`src/rtl/std_binary_decoder.sv`:
```
// Binary-to-one-hot decoder with enable, plus a registered copy for wide fan-out.
// Optional concurrent checks are compiled in with STD_BINARY_DECODER_ASSERT_EN.
module std_binary_decoder #(
  parameter int BIN_WIDTH = 8,
  localparam int UNARY_WIDTH = 1 << BIN_WIDTH
) (
  input  logic                   i_clk,
  input  logic                   i_rst,
  input  logic                   i_en,
  input  logic [BIN_WIDTH-1:0]   i_bin,
  output logic [UNARY_WIDTH-1:0] o_unary,
  output logic [UNARY_WIDTH-1:0] o_unary_q,
  output logic                   o_en_q
);

  // One comparator per output line; an X on i_bin yields X lines rather than a masked zero.
  for (genvar k = 0; k < UNARY_WIDTH; k++) begin : g_line
    assign o_unary[k] = i_en & (i_bin == BIN_WIDTH'(k));
  end

  always_ff @(posedge i_clk or posedge i_rst) begin
    if (i_rst) begin
      o_unary_q <= '0;
      o_en_q    <= 1'b0;
    end else begin
      o_unary_q <= o_unary;
      o_en_q    <= i_en;
    end
  end

`ifdef STD_BINARY_DECODER_ASSERT_EN
  a_unary_onehot: assert property (@(posedge i_clk) disable iff (i_rst)
    i_en |-> ($onehot(o_unary) && o_unary[i_bin]))
    else $error("o_unary: not one-hot at index i_bin while i_en=1");

  a_unary_zero: assert property (@(posedge i_clk) disable iff (i_rst)
    !i_en |-> (o_unary == '0))
    else $error("o_unary: nonzero while i_en=0");

  a_unary_q_onehot: assert property (@(posedge i_clk) disable iff (i_rst)
    o_en_q |-> $onehot(o_unary_q))
    else $error("o_unary_q: not one-hot while o_en_q=1");
`else
`endif

endmodule

```
`config.mk`:
```
export PLATFORM = sky130hd
export DESIGN_NAME = std_binary_decoder
export DESIGN_NICKNAME = d
export VERILOG_FILES = /design/src/rtl/std_binary_decoder.sv
export SDC_FILE = /design/constraint.sdc
export NUM_CORES = 1
export LEC_CHECK = 0
export CAP_MARGIN = 10
export CORE_AREA = 2 2 203 205
export CTS_BUF_LIST = sky130_fd_sc_hd__clkbuf_8
export DETAILED_ROUTE_END_ITERATION = 16
export DIE_AREA = 0 0 205 207
export GPL_ROUTABILITY_DRIVEN = 1
export GPL_TIMING_DRIVEN = 0
export HOLD_SLACK_MARGIN = 0.06
export RECOVER_POWER = 25
export SYNTH_ARGS = -nofsm -noshare
export SYNTH_HDL_FRONTEND = slang
export SYNTH_SLANG_ARGS = --single-unit
```
`constraint.sdc`:
```
create_clock -name i_clk -period 15.66 [get_ports i_clk]
set_input_delay 3.132 -clock i_clk [delete_from_list [all_inputs] [get_ports i_clk]]
set_output_delay 3.132 -clock i_clk [all_outputs]
set_load 0.03 [all_outputs]
```
==> summary.txt <==
Cell Rows -> 74
post_cts resized -> 0
die extent in x -> 205 um
dpl cells -> 1688
Critical path destination -> o_unary_q[109]$_DFF_PP0_
Layout Cell Area excl Fill -> 15400 um2
CP max FO -> 124
startpoint class of the critical path -> input port
Hold Path Class -> input port to asynchronous set/reset pin
final-stage net count -> 1215
first-pass detailed-route iteration total -> 5
Crit path max-delay family -> buffers and inverters
CP max stage cell -> clkbuf_1
Clock Sinks -> 257
CTS tree -> built
Peak VDD IR -> 0.0000578 V
combinational family with the most area after synthesis -> simple AND/OR/NAND/NOR gates
CTS Buffer Depth -> 3
first-pass GRT wire length -> 60600 um
ranking of synthesized cells by area -> dfrtp_1 (75%), nor3_1 (13%), nor4_2 (3.8%)
worst path cell trace -> dlygate4sd3_1, clkinvlp_2, clkbuf_1
# IOs -> 524
post-synthesis register bit count -> 257
Mapped Cells -> 631
setup slack at placement -> 6020 ps
post-synthesis mux area share -> 0
Synth top area share -> 0.754
Syn-to-layout area delta -> 80.2%
DP Area -> 14500 um2
I/O Buffers -> 523
Max Cap Viol -> 2
post-route ant nets -> 0
register area share after synthesis -> 0.754
final hold vios -> 0
initial antenna violation count -> 0
YS warnings -> 0
vias in the first global route -> 8461
power after layout -> 0.00140 W
WP data required -> 14680 ps
setup_tns -> 0 ps
Final GP Congestion -> 0.894
Setup-failing EPs final -> 0
Synth Cell Area -> 8530 um2
CTS Hold Bufs -> 0
post-synthesis xor/xnor area fraction -> 0
Final Max Tran Viols -> 245
failing checks -> max-capacitance violations, max-slew violations
Synth Area in Compound Gates -> 0
worst setup path class -> input port to asynchronous set/reset pin
die footprint -> 42400 um2
max incr delay on CP -> 4660 ps
number of setup buffers added after CTS -> 0
number of DRC markers in iteration 0 -> 424
RSZ-0062 raised after global routing -> no
top cell type by total area after synthesis -> dfrtp_1
adder-cell share of the synthesized area -> 0
Avg Inst Size Synth -> 13.5 um2
Worst-path clk slew -> 60 ps
Power Dens Cells -> 91.0 nW/um2
Root Driver -> clkbuf_8
fillers -> 3971
min cycle time layout -> 10030 ps
simple-gate area share of the yosys netlist -> 0.202
arrival time at the worst endpoint -> 9040 ps
Buf/Inv on CP -> 3
largest net degree at the start of global routing -> 125
P_leak -> 6.16 nW
Non-Filler Instances -> 1767
final worst slack -> 5630 ps
fmax -> 99.7 MHz
via count -> 7861
H-Tree Depth -> 2
Net Count, Synth -> 642
starting density of the core -> 0.211
DRT Wirelength -> 42500 um
synth unique cells -> 21
post-DP HPWL -> 31400 um
Vias/cell -> 4.45
Setup crit end kind -> asynchronous set/reset pin
Worst setup startpoint -> i_rst
share of cells above drive strength 1 -> 0.0940
Final period util -> 0.640
Worst Tran Pin Value -> 6830 ps
CTS buffer count -> 46
Chip Height -> 207 um
grt ovf -> 0
Avg WL per Cell -> 24.1 um
status -> finished with violations
Core Region -> 40400 um2
Remaining DRCs -> 0
Crit. path cell count -> 3
Slew HR -> -3.56
Total Routing Usage GR -> 0.197
[state kept, by name, summed over array words and instances (netlist names)]
name / flops
o_unary_q: 256
o_en_q: 1
[layout by cell type (no fill, tap or decap), types with 3 or more instances in the layout]
| cell type | count |
|---|---|
| nand2b_1 | 5 |
| nor4_2 | 26 |
| or2_2 | 3 |
| buf_1 | 19 |
| clkbuf_8 | 55 |
| clkdlybuf4s50_1 | 521 |
| buf_6 | 4 |
| inv_1 | 14 |
| clkinv_2 | 4 |
| nand4b_1 | 4 |
| clkbuf_1 | 49 |
| nor3_1 | 228 |
| dfrtp_1 | 257 |
| or4b_1 | 3 |
| bufinv_16 | 3 |
| buf_2 | 17 |
| nand4bb_1 | 6 |
[per-stage QoR]
step	hold WS, ps	util
finish	3060	0.381
global route	3100	0.381
CTS	2810	0.382
detailed placement	3480	0.359
global placement	3970	0.358
floorplan	3160	-
[layout make-up]
class                   instances  area [um2]  share of cell area
inverters                       1        5.00            0.000325
clock inverters                23         178              0.0116
plain buffers                  87         378              0.0246
repair buffers                525        5240               0.341
well taps                     532         666              0.0433
clock buffers                  55         757              0.0492
flip-flops and latches        257        6430               0.418
diodes                          1        2.50            0.000163
multi-input cells             286        1720               0.112
[report_power, final]
| group | total (W) | internal [W] | leakage [nW] | switching [W] |
|---|---|---|---|---|
| Sequential | 0.000666 | 0.000666 | 3.59 | 0.000000352 |
| Combinational | 0.0000791 | 0.0000144 | 2.04 | 0.0000647 |
| Clock | 0.000654 | 0.000365 | 0.528 | 0.000288 |
| Total | 0.00140 | 0.00105 | 6.16 | 0.000353 |
[layer usage]
metal  global-route usage  routed length, um  vias up
met3               0.0645               3520       82
met5                    0                  0        -
li1                     -                  -     3365
met1                0.247              17500     3984
met2                0.315              20100      430
met4               0.0744               1440        0
[worst min path at each step]
stage          startpoint                        to  cells past startpoint  slack [ps]
6_report            i_rst  o_unary_q[218]$_DFF_PP0_                      2        3060
5_1_grt             i_rst  o_unary_q[190]$_DFF_PP0_                      2        3100
4_1_cts             i_rst  o_unary_q[218]$_DFF_PP0_                      2        2810
3_5_place_dp        i_rst  o_unary_q[231]$_DFF_PP0_                      2        3480
3_3_place_gp         i_en          o_en_q$_DFF_PP0_                      1        3970
2_1_floorplan        i_en          o_en_q$_DFF_PP0_                      0        3160
[synth_stat cells]
cell type / count
nand2_1: 2
or4_1: 1
inv_1: 1
nor3_1: 228
nand4b_1: 4
clkbuf_1: 47
buf_6: 4
or2_2: 3
or3b_2: 1
nor4_2: 26
nand4bb_1: 6
nand2b_1: 5
or3b_1: 1
buf_1: 19
nand3_1: 1
buf_2: 17
nand3b_1: 2
dfrtp_1: 257
nand4_1: 1
nor4_1: 2
or4b_1: 3
[kinds of logic (layout without fill, tap and decap cells)]
family | count (synthesis) | after routing
buffers and inverters | 88 | 691
flip-flops | 257 | 257
other | 0 | 1
AND/OR/NAND/NOR | 286 | 286
No activity file was read; power rests on OpenSTA's default activity.
